File: config.mk
export PLATFORM = sky130hd
export DESIGN_NAME = fec_encoder
export DESIGN_NICKNAME = d
export VERILOG_FILES = /design/src/rtl/fec_encoder.sv
export SDC_FILE = /design/constraint.sdc
export NUM_CORES = 1
export LEC_CHECK = 0
export BUFFER_PORTS_ARGS = -buffer_cell sky130_fd_sc_hd__clkbuf_2
export CAP_MARGIN = 20
export CORE_ASPECT_RATIO = 1.5
export CORE_MARGIN = 8
export CORE_UTILIZATION = 30
export DETAILED_ROUTE_END_ITERATION = 6
export HOLD_SLACK_MARGIN = 0.06
export PLACE_DENSITY_LB_ADDON = 0.3
export SETUP_SLACK_MARGIN = 0.1
export SKIP_LAST_GASP = 1
export SLEW_MARGIN = 5
export SYNTH_ARGS = -nofsm -noshare
export SYNTH_HDL_FRONTEND = slang
export SYNTH_SLANG_ARGS = --single-unit
File: constraint.sdc
create_clock -name clk -period 2.55 [get_ports clk]
set_input_delay 0.255 -clock clk [delete_from_list [all_inputs] [get_ports clk]]
set_output_delay 0.255 -clock clk [all_outputs]
set_load 0.01 [all_outputs]
File: src/rtl/fec_encoder.sv
// fec_encoder: encodes 8-bit messages into 16-bit codewords and holds them
// in a two-entry FIFO. The codeword has seven data bits in the upper byte,
// four Hamming-style parity bits at c[8], c[4], c[2] and c[1], and an
// overall even-parity bit in c[0].
// Producer side: en/req/data_in, with a registered one-cycle ack per accept.
// Consumer side: code_valid/code_ready/code_out.
// Optional feature: define FEC_ENCODER_ERR_INJECT_EN to add an inj_mask input.
// That mask is XORed into each codeword as it is stored, for error injection.

package fec_encoder_pkg;
   typedef logic [7:0]  message_data_t;
   typedef logic [15:0] demodulated_message_data_t;
endpackage

module fec_encoder
   import fec_encoder_pkg::*;
(
   input  logic                      clk,
   input  logic                      rst_n,
   input  logic                      en,
   input  logic                      req,
   input  message_data_t             data_in,
`ifdef FEC_ENCODER_ERR_INJECT_EN
   input  logic [15:0]               inj_mask,
`endif
   output logic                      ack,
   output logic                      code_valid,
   input  logic                      code_ready,
   output demodulated_message_data_t code_out,
   output logic                      full
);

   // Build the 16-bit codeword from an 8-bit message. The message is
   // zero-extended to 11 bits (m[10:8] = 0) before encoding.
   function automatic demodulated_message_data_t encode(input message_data_t d);
      logic [10:0]               m;
      demodulated_message_data_t c;
      m        = {3'b000, d};
      c        = '0;
      c[15:9]  = m[10:4];
      c[7:5]   = m[3:1];
      c[3]     = m[0];
      c[8]     = ^m[10:4];
      c[4]     = ^{m[10:7], m[3:1]};
      c[2]     = ^{m[10:9], m[6:5], m[3:2], m[0]};
      c[1]     = ^{m[10], m[8], m[6], m[4:3], m[1:0]};
      c[0]     = ^c[15:1];
      return c;
   endfunction

   demodulated_message_data_t entries [2];
   logic                      wr_ptr;
   logic                      rd_ptr;
   logic [1:0]                count;
   logic                      push;
   logic                      pop;
   demodulated_message_data_t store_word;

   // Handshake decode and the value written into the FIFO on a push.
   always_comb begin
      // NOTE: every signal gets a default first, so no path leaves it unassigned and no latch is inferred.
      push       = 1'b0;
      pop        = 1'b0;
      store_word = encode(data_in);
      // The count is sampled before this cycle's pop, so a full FIFO refuses a
      // push even when the consumer drains it on the same edge.
      if (en && req && (count != 2'd2))
         push = 1'b1;
      // A code_ready with nothing buffered is ignored, so count cannot underflow.
      if ((count != 2'd0) && code_ready)
         pop = 1'b1;
`ifdef FEC_ENCODER_ERR_INJECT_EN
      store_word = encode(data_in) ^ inj_mask;
`endif
   end

   // FIFO storage, pointers, occupancy count and registered acknowledge.
   always_ff @(posedge clk or negedge rst_n) begin
      if (!rst_n) begin
         // NOTE: the two storage entries are reset too, so code_out reads 16'h0000 out of reset and no stale codeword survives.
         entries[0] <= '0;
         entries[1] <= '0;
         wr_ptr     <= 1'b0;
         rd_ptr     <= 1'b0;
         count      <= 2'd0;
         ack        <= 1'b0;
      end else begin
         // NOTE: non-blocking assignments, so every register here sees the pre-edge values.
         ack <= push;
         if (push) begin
            entries[wr_ptr] <= store_word;
            wr_ptr          <= ~wr_ptr;
         end
         if (pop)
            rd_ptr <= ~rd_ptr;
         case ({push, pop})
            2'b10:   count <= count + 2'd1;
            2'b01:   count <= count - 2'd1;
            default: count <= count;
         endcase
      end
   end

   // Consumer-facing status and head-of-queue data.
   always_comb begin
      code_valid = (count != 2'd0);
      full       = (count == 2'd2);
      code_out   = entries[rd_ptr];
   end

endmodule

==> results.json <==
{
  "share_clk_of_total_power_pct": 18.7,
  "floorplan_die_area_um2": 7640,
  "max_freq_mhz": 542,
  "start_util_pct": 31.3,
  "core_region_area_um2": 4850,
  "yosysUniqueCellTypes": 24,
  "gp_congestion": 0.681,
  "drt.antenna.violating_nets": 0,
  "peakVddDrop_mv": 0.455,
  "ordered_list_of_cells_on_the_worst_path": "mux2_2 -> clkbuf_2",
  "detailroute.via_count": 936,
  "worst-setup-path-type": "reg2out",
  "synth_area_leader_cell": "dfrtp_1",
  "hold_path_class": "in2async",
  "routed_via_density": 4.50,
  "combinational_power_share_pct": 40.4,
  "pwr_density_cell_nw_per_um2": 1220,
  "startpoint_of_the_worst_register_to_register_path": "count[0]$_DFFE_PN0P_",
  "worst-path-buf-inv": 1,
  "synth_async_sr_flop_share_pct": 100,
  "timing.reg2reg.worst_path_depth": 5,
  "rsz0062_at_grt": "no",
  "cts_tree": "built",
  "register_to_register_setup_slack_ps": 960,
  "grt-ovfl-total": 0,
  "hold_buffers": 0,
  "global_route.usage.total_pct": 8.99,
  "syn_inst": 108,
  "htreeDepth": 2,
  "synth-edff-count": 0,
  "drt_first_pass_iters": 3,
  "clkLatencyLatePin_ps": 280,
  "maximum_number_of_pins_on_one_net_before_global_route_repair": 32,
  "synth.cells.most_frequent": "dfrtp_1 (31), mux2_2 (21), mux2_1 (16)",
  "path_clk_slew_ps": 60,
  "fin_crit_sh_pct": 72.3,
  "power.share.switching_pct": 32.9,
  "net-switching-power_uw": 731,
  "cts_post_setup_buffers_inserted": 0,
  "cts.sink_count": 31,
  "regToRegEndpoint": "count[1]$_DFFE_PN0P_",
  "slew_viol_final": 0,
  "static-leakage-power_uw": 0.000844,
  "diodes": 0,
  "design.portCount": 32,
  "synth_ff_type": "dfrtp_1",
  "dp.final_hpwl_mm": 2.26,
  "ys_top_cells_by_area": "dfrtp_1 (51%), mux2_2 (16%), mux2_1 (12%)",
  "detail_route.iter0.violations": 28,
  "slowest_delay_ps": 760,
  "share_seq_of_total_power_pct": 40.9,
  "synth_largest_type_area_fraction_pct": 51.1,
  "critical_path.top_delay_family": "flip-flops",
  "die-width_um": 74.1,
  "cts_resized": 0,
  "drt-wirelength-per-cell_um": 14.4,
  "worst_pin_slew_ps": 770,
  "cts_root_buffer": "clkbuf_8",
  "syn_to_final_growth_pct": 20.4,
  "status": "finished, final reports clean",
  "drive_gt1_share_pct": 44.4,
  "tns_ps": 0,
  "final_min_period_ps": 1840,
  "io_buffer_count": 28,
  "maxCapViolations": 0,
  "report.final.hold_viol_count": 0,
  "worstSetupStartpointType": "register",
  "synthesis.area_per_instance_um2": 14.1,
  "first_pass_grt_wire_length_mm": 5.05,
  "clock-skew-final_ps": 2.04,
  "cp_slowest_cell": "dfrtp_1",
  "post-synth-top-count-cell": "dfrtp_1",
  "cts-root-to-sink-buffers": 2,
  "layout.nets": 155,
  "hold_slack_ps": 39.6,
  "die_h_um": 103,
  "number_of_endpoints_failing_setup_at_the_final_stage": 0,
  "endpoint_kind": "output port",
  "mappedNetlistArea_um2": 1520,
  "antenna_found_initial": 0,
  "drt_drc_violations_left": 0,
  "worstPathMaxFanout": 14,
  "cp.required_ps": 2300,
  "numPlacedInstances": 200,
  "synth_seq_cells": 31,
  "number_of_global_route_vias_before_repair": 1060,
  "max-slew-margin-rel_pct": 48.7,
  "stdcell_count": 208,
  "detail_route.wirelength_mm": 3.00,
  "yosysWarnings": 0,
  "std_cell_rows": 31,
  "cell_internal_pwr_uw": 1490,
  "ys_seq_area_share_pct": 51.1,
  "numCtsBuffers": 5,
  "critPathArrivalTime_ps": 1590
}
==> flip-flops by register name, summed over array words and instances, names as in the netlist <==
name / cells
entries: 26
count: 2
rd_ptr: 1
wr_ptr: 1
ack: 1
==> cells by family after synthesis <==
family          after synthesis  share of synthesized area [%]
compound gates                2                          0.659
buf+inv                       8                           2.88
other cells                   1                          0.247
fa+ha+maj                     1                          0.824
flops                        31                           51.1
mux                          37                           27.5
xor+xnor                     18                           13.2
simple gates                 10                           3.63
==> per-layer routing <==
layer  share of wire, %  GRT usage [%]  up-vias
met4                1.7           4.64        0
met2                 52           15.6       28
met1                 39           9.05      473
met5                  0              0        -
li1                   -              -      429
met3                6.8           3.41        6
==> cells in the final DEF, fill, tap and decap left out, types with 2 or more instances in the layout <==
cell / count
nor2_1: 2
xnor2_1: 9
mux2_2: 21
nand2_1: 2
clkbuf_2: 28
buf_4: 2
xnor2_2: 2
dfrtp_1: 31
clkbuf_8: 7
xnor3_1: 2
mux2_1: 16
xor2_1: 5
conb_1: 3
==> layout make-up <==
class,count,area (um2)
fillers,487,3020
flip-flops and latches,31,776
multi-input cells,71,706
repair buffers,30,155
clock buffers,8,100
well taps,66,82.6
inverters,2,7.51
==> power by group through the flow <==
| stage | Clock, uW | Sequential (uW) | Combinational [uW] |
|---|---|---|---|
| floorplan | 0 | 842 | 671 |
| global placement | 0 | 904 | 908 |
| detailed placement | 0 | 921 | 930 |
| CTS | 432 | 915 | 931 |
| global route | 454 | 944 | 999 |
| finish | 416 | 910 | 898 |
==> stage by stage <==
step | total power (uW) | utilization [%] | instance area [um2] | worst slack, ps
after floorplan | 1510 | - | 1530 | 931
after global placement | 1810 | 35.6 | 1730 | 952
after detailed placement | 1850 | 35.6 | 1730 | 945
after CTS | 2280 | 37.7 | 1830 | 651
after global routing | 2400 | 37.7 | 1830 | 614
final | 2220 | 37.7 | 1830 | 706
==> worst max-delay path by stage <==
stage	start	to	slack [ps]	cells after the start
2_1_floorplan	count[0]$_DFFE_PN0P_	entries[16]$_DFFE_PN0P_	930	5
3_3_place_gp	rd_ptr$_DFFE_PN0P_	code_out[0]	950	2
3_5_place_dp	data_in[6]	entries[16]$_DFFE_PN0P_	940	5
4_1_cts	rd_ptr$_DFFE_PN0P_	code_out[0]	650	2
5_1_grt	rd_ptr$_DFFE_PN0P_	code_out[0]	610	2
6_report	rd_ptr$_DFFE_PN0P_	code_out[0]	710	2
(Power assumes the default switching activity.)
